--- config.mk ---
export PLATFORM = sky130hd
export DESIGN_NAME = fetch_unit_flat
export DESIGN_NICKNAME = d
export VERILOG_FILES = /design/src/rtl/fetch_unit_pkg.sv /design/src/rtl/fetch_unit_if.sv /design/src/rtl/fetch_queue.sv /design/src/rtl/fetch_unit.sv /design/src/flat_wrapper.sv
export SDC_FILE = /design/constraint.sdc
export NUM_CORES = 1
export LEC_CHECK = 0
export CAP_MARGIN = 10
export CORE_MARGIN = 2
export CORE_UTILIZATION = 50
export CTS_BUF_LIST = sky130_fd_sc_hd__clkbuf_8
export CTS_CLUSTER_SIZE = 24
export DETAILED_ROUTE_END_ITERATION = 8
export PLACE_DENSITY = 0.73
export SYNTH_ARGS = -nofsm -noshare
export SYNTH_HDL_FRONTEND = slang
export SYNTH_SLANG_ARGS = --single-unit
--- constraint.sdc ---
create_clock -name clk -period 3.9 [get_ports clk]
set_input_delay 0.39 -clock clk [delete_from_list [all_inputs] [get_ports clk]]
set_output_delay 0.39 -clock clk [all_outputs]
set_load 0.1 [all_outputs]
--- src/rtl/fetch_unit_pkg.sv ---
// Shared ISA constants for the fetch stage and the decode blocks downstream.
package fetch_unit_pkg;

    localparam int          ISA_XLEN      = 32;
    localparam logic [31:0] ISA_NOP_INSTR = 32'h0000_0013;  // addi x0, x0, 0
    localparam logic [31:0] ISA_RESET_PC  = 32'h0000_0000;

endpackage

--- src/rtl/fetch_unit_if.sv ---
// Fetch-stage bus: redirect input, instruction-memory request/response, decode handshake.
interface fetch_unit_if
    import fetch_unit_pkg::*;
#(
    parameter int XLEN = ISA_XLEN
);

    logic            redirect_valid;
    logic [XLEN-1:0] redirect_pc;

    logic            imem_req_valid;
    logic            imem_req_ready;
    logic [XLEN-1:0] imem_req_addr;
    logic            imem_resp_valid;
    logic [XLEN-1:0] imem_resp_data;

    logic            id_valid;
    logic            id_ready;
    logic [XLEN-1:0] id_instr;
    logic [XLEN-1:0] id_pc;

    // Fetch unit side.
    modport master (
        input  redirect_valid, redirect_pc,
        output imem_req_valid, imem_req_addr,
        input  imem_req_ready, imem_resp_valid, imem_resp_data,
        output id_valid, id_instr, id_pc,
        input  id_ready
    );

    // Environment side: execute, instruction memory and decode.
    modport slave (
        output redirect_valid, redirect_pc,
        input  imem_req_valid, imem_req_addr,
        output imem_req_ready, imem_resp_valid, imem_resp_data,
        input  id_valid, id_instr, id_pc,
        output id_ready
    );

endinterface

--- src/rtl/fetch_queue.sv ---
// Synchronous circular-buffer FIFO of fetched {instr, pc} entries with flush.
module fetch_queue #(
    parameter int WIDTH = 64,
    parameter int DEPTH = 4
) (
    input  logic                     clk,
    input  logic                     rst_n,
    input  logic                     flush,
    input  logic                     push,
    input  logic [WIDTH-1:0]         push_data,
    input  logic                     pop,
    output logic [WIDTH-1:0]         head_data,
    output logic                     full,
    output logic                     empty,
    output logic [$clog2(DEPTH):0]   count
);

    localparam int AW = $clog2(DEPTH);
    localparam int CW = AW + 1;

    logic [WIDTH-1:0] mem [DEPTH];
    logic [AW-1:0]    wr_ptr;
    logic [AW-1:0]    rd_ptr;
    logic             do_push;
    logic             do_pop;

    assign empty   = (count == '0);
    assign full    = (count == CW'(DEPTH));
    assign do_pop  = pop && !empty;
    // A full queue still accepts a push when the head leaves in the same cycle.
    assign do_push = push && (!full || do_pop);

    assign head_data = mem[rd_ptr];

    // Pointer and occupancy update; flush behaves like a reset of the bookkeeping.
    always_ff @(posedge clk) begin
        // NOTE: sequential state uses non-blocking assignments so every register sees pre-edge values.
        if (!rst_n || flush) begin
            wr_ptr <= '0;
            rd_ptr <= '0;
            count  <= '0;
        end else begin
            if (do_push) wr_ptr <= wr_ptr + AW'(1);
            if (do_pop)  rd_ptr <= rd_ptr + AW'(1);
            count <= count + CW'(do_push) - CW'(do_pop);
        end
    end

    // Entry storage write.
    always_ff @(posedge clk) begin
        // NOTE: storage is deliberately not reset; count/empty guard every read of a stale entry.
        if (do_push && !flush) mem[wr_ptr] <= push_data;
    end

endmodule

--- src/rtl/fetch_unit.sv ---
// Instruction fetch: PC and credit tracking, stale-response dropping, queue to decode.
module fetch_unit
    import fetch_unit_pkg::*;
#(
    parameter int              XLEN     = ISA_XLEN,
    parameter logic [XLEN-1:0] RESET_PC = XLEN'(ISA_RESET_PC),
    parameter int              QDEPTH   = 4
) (
    input logic          clk,
    input logic          rst_n,
    fetch_unit_if.master bus
);

    localparam int              AW        = $clog2(QDEPTH);
    localparam int              CW        = AW + 1;
    localparam logic [CW:0]     CREDITS   = (CW + 1)'(QDEPTH);
    localparam logic [XLEN-1:0] WORD_MASK = ~XLEN'(3);

    typedef struct packed {
        logic [XLEN-1:0] instr;
        logic [XLEN-1:0] pc;
    } entry_t;

    logic [XLEN-1:0] pc;
    logic [XLEN-1:0] resp_pc;
    logic [XLEN-1:0] redirect_target;
    logic [CW-1:0]   outstanding;
    logic [CW-1:0]   drop_cnt;
    logic [CW-1:0]   q_count;
    logic [CW:0]     in_use;
    logic            q_full;
    logic            q_empty;
    logic            req_fire;
    logic            resp_keep;
    logic            resp_drop;
    logic            id_fire;
    entry_t          head;

    assign redirect_target = bus.redirect_pc & WORD_MASK;

    // Queued entries plus in-flight requests may never exceed the queue size,
    // so every response that is kept is guaranteed a slot.
    assign in_use = {1'b0, q_count} + {1'b0, outstanding};

    // Requests are held off during reset and in a redirect cycle.
    assign bus.imem_req_valid = rst_n && !bus.redirect_valid && (in_use < CREDITS);
    assign bus.imem_req_addr  = pc;
    assign req_fire           = bus.imem_req_valid && bus.imem_req_ready;

    // Responses belonging to requests issued before a redirect are discarded;
    // so is a response landing in the redirect cycle itself.
    assign resp_drop = bus.imem_resp_valid && (drop_cnt != '0);
    assign resp_keep = bus.imem_resp_valid && !bus.redirect_valid && (drop_cnt == '0);

    assign id_fire = bus.id_valid && bus.id_ready;

    fetch_queue #(
        .WIDTH ($bits(entry_t)),
        .DEPTH (QDEPTH)
    ) u_queue (
        .clk       (clk),
        .rst_n     (rst_n),
        .flush     (bus.redirect_valid),
        .push      (resp_keep),
        .push_data ({bus.imem_resp_data, resp_pc}),
        .pop       (id_fire),
        .head_data (head),
        .full      (q_full),
        .empty     (q_empty),
        .count     (q_count)
    );

    assign bus.id_valid = !q_empty;
    assign bus.id_instr = q_empty ? XLEN'(ISA_NOP_INSTR) : head.instr;
    assign bus.id_pc    = q_empty ? '0 : head.pc;

    // PC, response-PC, credit and drop bookkeeping; a redirect overrides normal advance.
    always_ff @(posedge clk) begin
        if (!rst_n) begin
            pc          <= RESET_PC;
            resp_pc     <= RESET_PC;
            outstanding <= '0;
            drop_cnt    <= '0;
        end else begin
            outstanding <= outstanding + CW'(req_fire) - CW'(bus.imem_resp_valid);
            if (bus.redirect_valid) begin
                pc       <= redirect_target;
                resp_pc  <= redirect_target;
                drop_cnt <= outstanding - CW'(bus.imem_resp_valid);
            end else begin
                if (req_fire)  pc       <= pc + XLEN'(4);
                if (resp_keep) resp_pc  <= resp_pc + XLEN'(4);
                if (resp_drop) drop_cnt <= drop_cnt - CW'(1);
            end
        end
    end

    // Memory must never answer a request that was not issued.
    a_resp_has_request: assert property (@(posedge clk) disable iff (!rst_n)
        bus.imem_resp_valid |-> (outstanding != '0));

    // The credit rule keeps kept responses from ever overflowing the queue.
    a_no_overflow: assert property (@(posedge clk) disable iff (!rst_n)
        resp_keep |-> (!q_full || id_fire));

endmodule

--- src/flat_wrapper.sv ---
// flat-port wrapper written by rule: the top's interface ports become plain ports
module fetch_unit_flat import fetch_unit_pkg::*;
#(
    parameter int              XLEN     = ISA_XLEN,
    parameter logic [XLEN-1:0] RESET_PC = XLEN'(ISA_RESET_PC),
    parameter int              QDEPTH   = 4
)
  (clk, rst_n, bus_redirect_valid, bus_redirect_pc, bus_imem_req_valid, bus_imem_req_addr, bus_imem_req_ready, bus_imem_resp_valid, bus_imem_resp_data, bus_id_valid, bus_id_instr, bus_id_pc, bus_id_ready);
  fetch_unit_if #(.XLEN(XLEN)) bus_i ();
  input logic clk;
  input logic rst_n;
  input wire logic [$bits(bus_i.redirect_valid)-1:0] bus_redirect_valid;
  input wire logic [$bits(bus_i.redirect_pc)-1:0] bus_redirect_pc;
  output wire logic [$bits(bus_i.imem_req_valid)-1:0] bus_imem_req_valid;
  output wire logic [$bits(bus_i.imem_req_addr)-1:0] bus_imem_req_addr;
  input wire logic [$bits(bus_i.imem_req_ready)-1:0] bus_imem_req_ready;
  input wire logic [$bits(bus_i.imem_resp_valid)-1:0] bus_imem_resp_valid;
  input wire logic [$bits(bus_i.imem_resp_data)-1:0] bus_imem_resp_data;
  output wire logic [$bits(bus_i.id_valid)-1:0] bus_id_valid;
  output wire logic [$bits(bus_i.id_instr)-1:0] bus_id_instr;
  output wire logic [$bits(bus_i.id_pc)-1:0] bus_id_pc;
  input wire logic [$bits(bus_i.id_ready)-1:0] bus_id_ready;
  assign bus_i.redirect_valid = bus_redirect_valid;
  assign bus_i.redirect_pc = bus_redirect_pc;
  assign bus_imem_req_valid = bus_i.imem_req_valid;
  assign bus_imem_req_addr = bus_i.imem_req_addr;
  assign bus_i.imem_req_ready = bus_imem_req_ready;
  assign bus_i.imem_resp_valid = bus_imem_resp_valid;
  assign bus_i.imem_resp_data = bus_imem_resp_data;
  assign bus_id_valid = bus_i.id_valid;
  assign bus_id_instr = bus_i.id_instr;
  assign bus_id_pc = bus_i.id_pc;
  assign bus_i.id_ready = bus_id_ready;
  fetch_unit #(.XLEN(XLEN), .RESET_PC(RESET_PC), .QDEPTH(QDEPTH)) u_core (.clk(clk), .rst_n(rst_n), .bus(bus_i));
endmodule
==> summary.txt <==
Status
  – Status: finished, final reports clean

Placement
  – Estimated wirelength of the detail-placed design: 16900 um
  – RePlAce Congestion: 0.842
  – Area after DPL: 15400 um2
  – Placed cells: 1381
  – Port-buffer cells: 161

Synth
  – Post-synth EDFFs: 248
  – Syn avg cell area: 14.9 um2
  – Cell taking the most area after synthesis: edfxtp_1
  – Mapped Cells: 910
  – Synth Flop Type: edfxtp_1
  – Netlist cell types: 60
  – Top cells by area, synth: edfxtp_1, dfxtp_1, mux4_2
  – Number of synthesis warnings: 0
  – Synth Register Bits: 323
  – Share of flip-flops with an asynchronous set or reset: 0%
  – Yosys top cell area share: 55.0%
  – Post-Syn Area: 13500 um2
  – Post-synthesis sequential area ratio: 66.1%

Die
  – Initial Util: 50.6%
  – Full die area: 28400 um2
  – # rows: 60
  – I/O Pins: 168
  – Die X: 168 um
  – Chip height: 168 um
  – Core area: 26700 um2

Clock network
  – Clk Tree Root Cell: clkbuf_8
  – Total CTS buffers: 52
  – Setup bufs post-CTS: 0
  – Clock latency on the worst-skew pair: 560 ps
  – Sink Count: 323
  – Post-cts sizing count: 0
  – H-tree lvl count: 2
  – Clk pin slew, worst setup/hold paths: 60 ps
  – Max Root-Sink Buffers: 3
  – Hold_buf cts: 0
  – CTS tree: done

STA
  – Tmin final: 3060 ps
  – Worst-margin pin slew: 1010 ps
  – Max Fclk: 327 MHz
  – Final period utilization: 78.4%
  – Slew HR: 32.3%
  – RSZ-0062 raised after global routing: no
  – Slew Limit Fails: 0
  – # setup viols final: 0
  – Setup tns final: 0 ps
  – Hold Vio Cnt, Final: 0
  – Clock Skew: 17.8 ps

GRT
  – GR Overflow Total: 0
  – First-pass GRT wire length: 43700 um
  – Total GRT Usage: 19.6%
  – Initial antenna violation count: 0
  – Largest net degree at the start of global routing: 63
  – Vias in the first global route: 8218

Critical path
  – CP delay by family, top: flip-flops
  – Critical path class: register to output pin
  – WP buf/inv: 2
  – Worst path cell trace: buf_4 -> mux4_2 -> and2_1 -> buf_4
  – Startpoint Class: register
  – Worst path arrival time: 2670 ps
  – Critical Path Fanout Max: 26
  – Worst path most repeated cell: buf_4
  – Crit path capture type: output pin
  – Critical path's slowest cell: dfxtp_4
  – Worst path max stage delay: 710 ps
  – WP data required: 3510 ps

Drt
  – Via density: 5.63
  – Drt initial violations: 499
  – Drt pass-1 iters: 5
  – Wire length per cell: 18.8 um
  – Routed WL: 27600 um
  – Total number of vias: 8282
  – Routed Antenna Nets: 0
  – DRC viols: 0

Layout
  – Cell Count, Final, Fillers Out: 1471
  – Final #Nets: 1182
  – Commonest non-fill, non-tap cell in the layout: edfxtp_1
  – Cell area after layout: 16400 um2
  – Layout fillers: 2092
  – Most frequent cells in the layout: edfxtp_1, clkdlybuf4s50_1, buf_4
  – Syn-to-layout area delta: 21.1%
  – Post-layout util: 61.3%
  – Ant diodes: 0
  – Layout cells sized above 1: 19.6%

Power and ir drop
  – Static Leakage: 0.00557 uW
  – Pwr dens: 481 nW/um2
  – VDD IR max: 0.236 mV

Flow run
  – Max-cap violations: 0

Hold path
  – Hold crit path type: input pin to register
## metrics by stage
stage / total power, uW / worst slack, ps / hold WS [ps]
3_5_place_dp: 5270 / 780 / 521
4_1_cts: 7970 / 730 / 421
3_3_place_gp: 5260 / 803 / 509
5_1_grt: 8200 / 654 / 442
2_1_floorplan: 4920 / 652 / 477
6_report: 7880 / 843 / 458
## where the power goes
part / total (uW) / internal [uW] / switching, uW
logic: 1250 / 369 / 881
registers: 3950 / 3830 / 115
clock network: 2680 / 1460 / 1220
## tightest hold or removal path, cell delays in order
cell and delay, ps:
clkdlybuf4s50_1 390, nand2_1 110, a21oi_1 70
## final timing paths
path / start / endpoint / slack [ps] / depth (start not counted)
worst min register to register: u_core.u_queue.rd_ptr[1] / register / 540 / 2
worst max-delay path: register / bus_id_pc[10] / 840 / 4
worst max register to register: u_core.u_queue.count[1] / u_core.bus.imem_req_addr[8] / 1200 / 7
worst min-delay path: bus_redirect_pc[8] / u_core.resp_pc[8] / 460 / 3
## state kept, by name, indices dropped and copies added, names as in the netlist, named ones only
register and count:
u_core.drop_cnt 3, u_core.u_queue.count 3, u_core.u_queue.rd_ptr 2, u_core.u_queue.wr_ptr 2, u_core.resp_pc 30, u_core.u_queue.mem 248
u_core.bus.imem_req_addr 30, u_core.outstanding 3
## cell families (layout without fill, tap and decap cells)
kind of cell | after synthesis | in the layout | share of synthesized area, %
other | 1 | 4 | 0.0277
DFF | 323 | 323 | 66.1
muxes | 67 | 67 | 10.7
buffers and inverters | 76 | 293 | 2.28
AOI/OAI and AO/OA | 130 | 130 | 5.92
xor gates and xnor gates | 41 | 41 | 2.65
adders and majority gates | 18 | 18 | 1.78
and+or+nand+nor | 254 | 254 | 10.5
## cell usage after synthesis, drive strengths merged, types with 2 or more instances
| master | count |
|---|---|
| edfxtp | 248 |
| dfxtp | 75 |
| and2 | 74 |
| mux4 | 62 |
| a21oi | 43 |
| nand2 | 41 |
| clkbuf | 37 |
| o21ai | 33 |
| nor2 | 31 |
| xnor2 | 29 |
| inv | 23 |
| nand4 | 19 |
| nand3 | 17 |
| ha | 16 |
| nor3 | 16 |
| buf | 13 |
| nor4 | 13 |
| xor2 | 12 |
| a31oi | 11 |
| and4 | 8 |
| and3 | 7 |
| or3 | 7 |
| a211oi | 6 |
| o31ai | 5 |
| or2 | 5 |
| mux2i | 4 |
| nor4b | 4 |
| o211a | 4 |
| o21a | 4 |
| or4 | 4 |
| a22oi | 3 |
| a2bb2oi | 3 |
| clkinv | 3 |
| nor3b | 3 |
| o211ai | 3 |
| o31a | 3 |
| a32oi | 2 |
| fa | 2 |
| o22ai | 2 |
## cell type report
| class | instances | area [um2] | share of cell area [%] |
|---|---|---|---|
| inverters | 26 | 97.6 | 0.596 |
| clock buffers | 57 | 785 | 4.79 |
| repair buffers | 177 | 1650 | 10.0 |
| clock inverters | 33 | 188 | 1.15 |
| well taps | 341 | 427 | 2.60 |
| flip-flops and latches | 323 | 8950 | 54.6 |
| multi-input cells | 514 | 4290 | 26.2 |
## metal layers
metal / GRT usage [%] / vias up / routed length (um)
li1: - / 3872 / -
met1: 27.6 / 4075 / 12300
met2: 31.6 / 294 / 12900
met3: 3.90 / 41 / 1930
met4: 5.25 / 0 / 399
met5: 0 / - / 0
Note: power is estimated with default switching activity, not from simulation.
